<file path="src/rtl/blk_b639ac_if.sv">
// Register file access bundle: two read ports, one write port.
// Master drives addresses and write data, slave returns read data.
interface blk_b639ac_if #(
    parameter int DATA_W = 32,
    parameter int ADDR_W = 5
);
    logic [ADDR_W-1:0] Rna;
    logic [ADDR_W-1:0] Rnb;
    logic [ADDR_W-1:0] Wn;
    logic              a1;
    logic [DATA_W-1:0] Wd;
    logic [DATA_W-1:0] Qa;
    logic [DATA_W-1:0] Qb;

    modport master (
        output Rna, Rnb, Wn, a1, Wd,
        input  Qa, Qb
    );

    modport slave (
        input  Rna, Rnb, Wn, a1, Wd,
        output Qa, Qb
    );
endinterface

</file>
<file path="src/rtl/blk_b639ac.sv">
// MIPS-style register file, 2 combinational reads, 1 clocked write.
// Register 0 has no storage and always reads as zero.
module blk_b639ac #(
    parameter int DATA_W = 32,
    parameter int ADDR_W = 5
) (
    input logic          clk,
    input logic          Reset,
    blk_b639ac_if.slave  bus
);
    localparam int DEPTH = 1 << ADDR_W;

    logic [DATA_W-1:0] regs [1:DEPTH-1];
    logic              we;

    // Only a clean 1 on a1 writes; register 0 writes are dropped.
    always_comb begin
        we = 1'b0;
        if ((bus.a1 == 1'b1) && (bus.Wn != '0))
            we = 1'b1;
    end

    // Storage: async clear on Reset low, else load on write.
    always_ff @(posedge clk or negedge Reset) begin
        if (!Reset) begin
            for (int i = 1; i < DEPTH; i++)
                regs[i] <= '0;
        end else if (we) begin
            regs[bus.Wn] <= bus.Wd;
        end
    end

    // Combinational reads, no bypass from the write port.
    always_comb begin
        bus.Qa = '0;
        bus.Qb = '0;
        if (bus.Rna != '0)
            bus.Qa = regs[bus.Rna];
        if (bus.Rnb != '0)
            bus.Qb = regs[bus.Rnb];
    end
endmodule

</file>
<file path="src/flat_wrapper.sv">
// flat-port wrapper written by rule: the top's interface ports become plain ports
module blk_b639ac_flat 
#(
    parameter int DATA_W = 32,
    parameter int ADDR_W = 5
)
  (clk, Reset, bus_Rna, bus_Rnb, bus_Wn, bus_a1, bus_Wd, bus_Qa, bus_Qb);
  blk_b639ac_if #(.DATA_W(DATA_W), .ADDR_W(ADDR_W)) bus_i ();
  input logic clk;
  input logic Reset;
  input wire logic [$bits(bus_i.Rna)-1:0] bus_Rna;
  input wire logic [$bits(bus_i.Rnb)-1:0] bus_Rnb;
  input wire logic [$bits(bus_i.Wn)-1:0] bus_Wn;
  input wire logic [$bits(bus_i.a1)-1:0] bus_a1;
  input wire logic [$bits(bus_i.Wd)-1:0] bus_Wd;
  output wire logic [$bits(bus_i.Qa)-1:0] bus_Qa;
  output wire logic [$bits(bus_i.Qb)-1:0] bus_Qb;
  assign bus_i.Rna = bus_Rna;
  assign bus_i.Rnb = bus_Rnb;
  assign bus_i.Wn = bus_Wn;
  assign bus_i.a1 = bus_a1;
  assign bus_i.Wd = bus_Wd;
  assign bus_Qa = bus_i.Qa;
  assign bus_Qb = bus_i.Qb;
  blk_b639ac #(.DATA_W(DATA_W), .ADDR_W(ADDR_W)) u_core (.clk(clk), .Reset(Reset), .bus(bus_i));
endmodule
</file>
<file path="config.mk">
export PLATFORM = sky130hd
export DESIGN_NAME = blk_b639ac_flat
export DESIGN_NICKNAME = d
export VERILOG_FILES = /design/src/rtl/blk_b639ac_if.sv /design/src/rtl/blk_b639ac.sv /design/src/flat_wrapper.sv
export SDC_FILE = /design/constraint.sdc
export NUM_CORES = 2
export LEC_CHECK = 0
export BUFFER_PORTS_ARGS = -buffer_cell sky130_fd_sc_hd__buf_2
export CAP_MARGIN = 20
export CORE_UTILIZATION = 45
export DETAILED_ROUTE_END_ITERATION = 10
export PLACE_DENSITY = 0.61
export SLEW_MARGIN = 10
export SYNTH_ARGS = -nofsm -noshare
export SYNTH_HDL_FRONTEND = slang
export SYNTH_SLANG_ARGS = --single-unit
</file>
<file path="constraint.sdc">
create_clock -name clk -period 6.4 [get_ports clk]
set_clock_uncertainty 0.05 [all_clocks]
set_input_delay 1.28 -clock clk [delete_from_list [all_inputs] [get_ports clk]]
set_output_delay 1.28 -clock clk [all_outputs]
set_load 0.1 [all_outputs]
</file>
==> results.md <==
- After global routing the overflow that remains totals 0.
- The worst supply voltage drop on vdd is 0.225 mV.
- Counting cells, the worst reg-to-reg path comes to 1.
- For this run, the top clock speed supported by timing is 182 MHz.
- The share of the cycle needed by the critical path after routing is 85.9%.
- Global routing used 28.1% of the available tracks.
- The most common flop cell mapped by yosys is sky130_fd_sc_hd__dfrtp_1.
- For the final routed database, the setup TNS stands at 0 ns.
- The cell at the root of the clock tree is sky130_fd_sc_hd__clkbuf_16.
- The cell taking the most area after synthesis is sky130_fd_sc_hd__dfrtp_1.
- The count of nets left with antenna violations once routing finished came out at 0.
- The first-pass iteration count of the detailed router is 7.
- Leaving out fill and tap cells, the most frequent cell in the layout is sky130_fd_sc_hd__mux2_2.
- Summed over all nets, the half-perimeter wirelength after detailed placement is 91,200 µm.
- The fraction of layout cells with a size suffix above 1 is 53.5%.
- The terminus of the critical flop-to-flop path is u_core.regs[432].
- The analysis attributes to cell leakage a power of 25.8 nW.
- The setup violation total in the final timing report is 0.
- Counting instances, the worst hold path has a depth of 1.
- The number of gates resized after CTS was 0.
- The arrival time at the worst endpoint is 4.17 ns.
- The via-per-instance ratio is 6.55.
- Across the run, the number of max-cap violations was 0.
- The clock net in this run drives a total of 992 sinks.
- The floorplan step defined a die boundary enclosing 120,000 µm².
- The worst slew margin relative to its limit is 20.9%.
- Row generation in the floorplan step produced 125 rows.
- The footprint of the multi-input gates is 27,100 µm².
- The floorplan core area is 117,000 µm².
- The endpoint required time on the critical path is 5.07 ns.
- The register containing the most flip-flops in the final layout is u_core.regs.
- The source of the worst hold timing path is u_core.regs[771].
- The pre-CTS setup slack is 0.930 ns.
- The worst-case clock buffer depth is 3.
- The worst-margin pin slew is 1.18 ns.
- The Yosys warning count is 0.
- The synthesized netlist net count is 3,609.
- After detailed routing, the number of remaining DRC violations is 0.
- The distinct cell type count after synthesis is 40.
- Setup repair after global routing left no endpoint under its margin.
- Summing every instance area after synthesis gives 53,300 µm².
- Once the floorplan was initialized, standard cells occupied 45.6% of the core.
- Subtracting the final worst setup slack from the clock period gives 5.50 ns.
- After clock tree synthesis, the clock-pin slew on the worst setup and hold paths is 0.06 ns.
- In this run the count of I/O pins placed on the die edge is 114.
- At the later pin of the worst-skew pair, clock insertion delay measures 0.71 ns.
- The total via count in the routed design is 33,500.
- The slack of the critical path is 0.901 ns.
- In this run, synthesis inferred 0 flip-flops with an integrated enable.
- Compared with the post-synthesis result, the final layout area differs by 11.4%.
- The maximum level of the CTS H-tree is 3.
- After clock tree synthesis, the setup repair step added 0 buffers.
- The worst setup path is launched from an input pin.
- The min-delay analysis places its worst path in the category reg -> reg.
- STA classifies the critical path endpoint as a primary output.
- Along the worst path, the maximum fanout reaches 79.
- The register with the most flip-flops in the layout has 992 of them.
- The area taken by flip-flops and latches is 24,800 µm².
- TritonCTS built the clock tree.
- The critical path is of the in -> out type.
- The worst flop-to-flop path startpoint is u_core.regs[432].
- The number of buffers inserted for hold repair after clock tree synthesis is 0.
- Of all flip-flops after synthesis, the portion carrying an async set or reset was 100%.
- In the layout the commonest cells are sky130_fd_sc_hd__mux2_2 (1,053), sky130_fd_sc_hd__dfrtp_1 (992), sky130_fd_sc_hd__mux4_2 (431).
- During placement, the flow inserted port buffers numbering 113.
- After synthesis, the mean cell area works out to 15.0 µm².
- Sequential elements use 46.6% of the synthesized area.
- The run finished with clean final reports.
- The number of global-route vias before repair is 34,100.
- The top cell type by area accounts for 46.6% of the synthesized area.
- The total CTS buffers is 111.
- The die is 346 µm wide.
- The max-slew violation total from the final report is 0.
- The setup slack on the worst flop-to-flop path is 5.54 ns.
- The congestion estimate from routability-driven global placement came to 0.791.
- The largest net degree at the start of global routing is 161.
- The violation count after the first detailed-routing iteration is 2,848.
- The first-pass GRT wire length is 247,000 µm.
- In the final routed layout, each cell accounts on average for 32.7 µm.
- The die is 346 µm tall.
- After synthesis the netlist holds a flip-flop and latch count of 992.
- In the final layout, the registers with the most flip-flops are u_core.regs x992.
- The number of fill cells in the layout is 9,757.
- The worst hold path terminates at u_core.regs[771].
- For this block, the routed nets add up to 167,000 µm of wire.
- The total count of hold-check failures in the final report is 0.
- Sorting the synthesized cells by area gives the leading types as sky130_fd_sc_hd__dfrtp_1 (47%), sky130_fd_sc_hd__mux2_2 (22%), sky130_fd_sc_hd__mux4_2 (18%).
- The total power per unit cell area is 327 nW/µm².
- The number of antenna violations at the first check in global routing came to 6.
- The count of nets after finishing is 3,548.
- The gate count after technology mapping is 3,559.
[where the power goes]
part           switching (W)  internal [W]
sequential          0.000896       0.00751
combinational        0.00209       0.00235
clock                0.00267       0.00390
total                0.00565        0.0138
[worst max-delay path: stages]
cell and delay (ns):
sky130_fd_sc_hd__buf_8 0.61, sky130_fd_sc_hd__buf_12 0.41, sky130_fd_sc_hd__nor3_1 0.11, sky130_fd_sc_hd__nor3_2 0.13
sky130_fd_sc_hd__buf_4 0.62, sky130_fd_sc_hd__a211o_1 0.40, sky130_fd_sc_hd__buf_2 0.49
[per-layer routing]
| metal | vias to the layer above | share of wire [%] | routed length, µm | track usage (%) |
|---|---|---|---|---|
| met5 | - | 0.011 | 18 | 0 |
| met4 | 4 | 2.6 | 4370 | 7.99 |
| met3 | 248 | 7.4 | 12400 | 5.92 |
| met2 | 1202 | 46 | 76800 | 43.1 |
| met1 | 18400 | 44 | 73500 | 40.4 |
| li1 | 13600 | - | - | - |
[cells by family (layout without fill, tap and decap cells)]
group                  after synthesis  after routing  share of synthesized area, %
and+or+nand+nor                    269            269                          2.64
buffers and inverters              380            408                          3.17
AOI/OAI and AO/OA                  232            232                          3.29
other                                0              1                             0
DFF                                992            992                          46.6
muxes                             1686           1686                          44.3
[Yosys cell counts (10+ instances only)]
library cell / count
sky130_fd_sc_hd__a211oi_1: 12
sky130_fd_sc_hd__nand2b_1: 13
sky130_fd_sc_hd__nor3_1: 31
sky130_fd_sc_hd__mux4_2: 431
sky130_fd_sc_hd__mux2_2: 1053
sky130_fd_sc_hd__mux2i_1: 202
sky130_fd_sc_hd__clkbuf_1: 195
sky130_fd_sc_hd__buf_6: 10
sky130_fd_sc_hd__nand3_1: 12
sky130_fd_sc_hd__a221oi_1: 28
sky130_fd_sc_hd__o22ai_1: 29
sky130_fd_sc_hd__buf_2: 92
sky130_fd_sc_hd__nor2_1: 50
sky130_fd_sc_hd__nor2b_1: 74
sky130_fd_sc_hd__dfrtp_1: 992
sky130_fd_sc_hd__nand2_1: 55
sky130_fd_sc_hd__a211o_1: 21
sky130_fd_sc_hd__buf_1: 64
sky130_fd_sc_hd__a22oi_1: 51
sky130_fd_sc_hd__buf_4: 19
sky130_fd_sc_hd__o21ai_0: 25
sky130_fd_sc_hd__o31a_1: 28
[worst max-delay path by stage]
| stage | from | to | slack, ns | cells past startpoint |
|---|---|---|---|---|
| detailed placement | bus_Rna[1] | bus_Qa[24] | 0.93 | 8 |
| floorplan | bus_Rnb[2] | bus_Qb[2] | 0.94 | 6 |
| CTS | bus_Rna[1] | bus_Qa[24] | 0.92 | 8 |
| global placement | bus_Rna[1] | bus_Qa[24] | 0.93 | 8 |
| global route | bus_Rna[1] | bus_Qa[11] | 0.82 | 8 |
| finish | bus_Rna[1] | bus_Qa[31] | 0.90 | 7 |
[cell type report]
type,instances,share of cell area [%]
tap,1524,3.21
sequential,992,41.9
antenna,1,0.00422
clock buffer,169,5.64
timing repair buffer,206,3.00
multi-input combinational,2187,45.6
clock inverter,33,0.671
[through the flow]
stage	hold WS (ns)	std cells	utilization, %	area, µm²	power (W)
2_1_floorplan	0.441	3559	-	53300	0.0117
3_3_place_gp	0.449	4905	47.5	55500	0.0128
3_5_place_dp	0.458	4906	47.5	55500	0.0129
4_1_cts	0.474	5108	50.8	59300	0.0195
5_1_grt	0.484	5112	50.8	59300	0.0202
6_report	0.472	5112	50.8	59300	0.0194
Note: power is estimated with default switching activity, not from simulation.
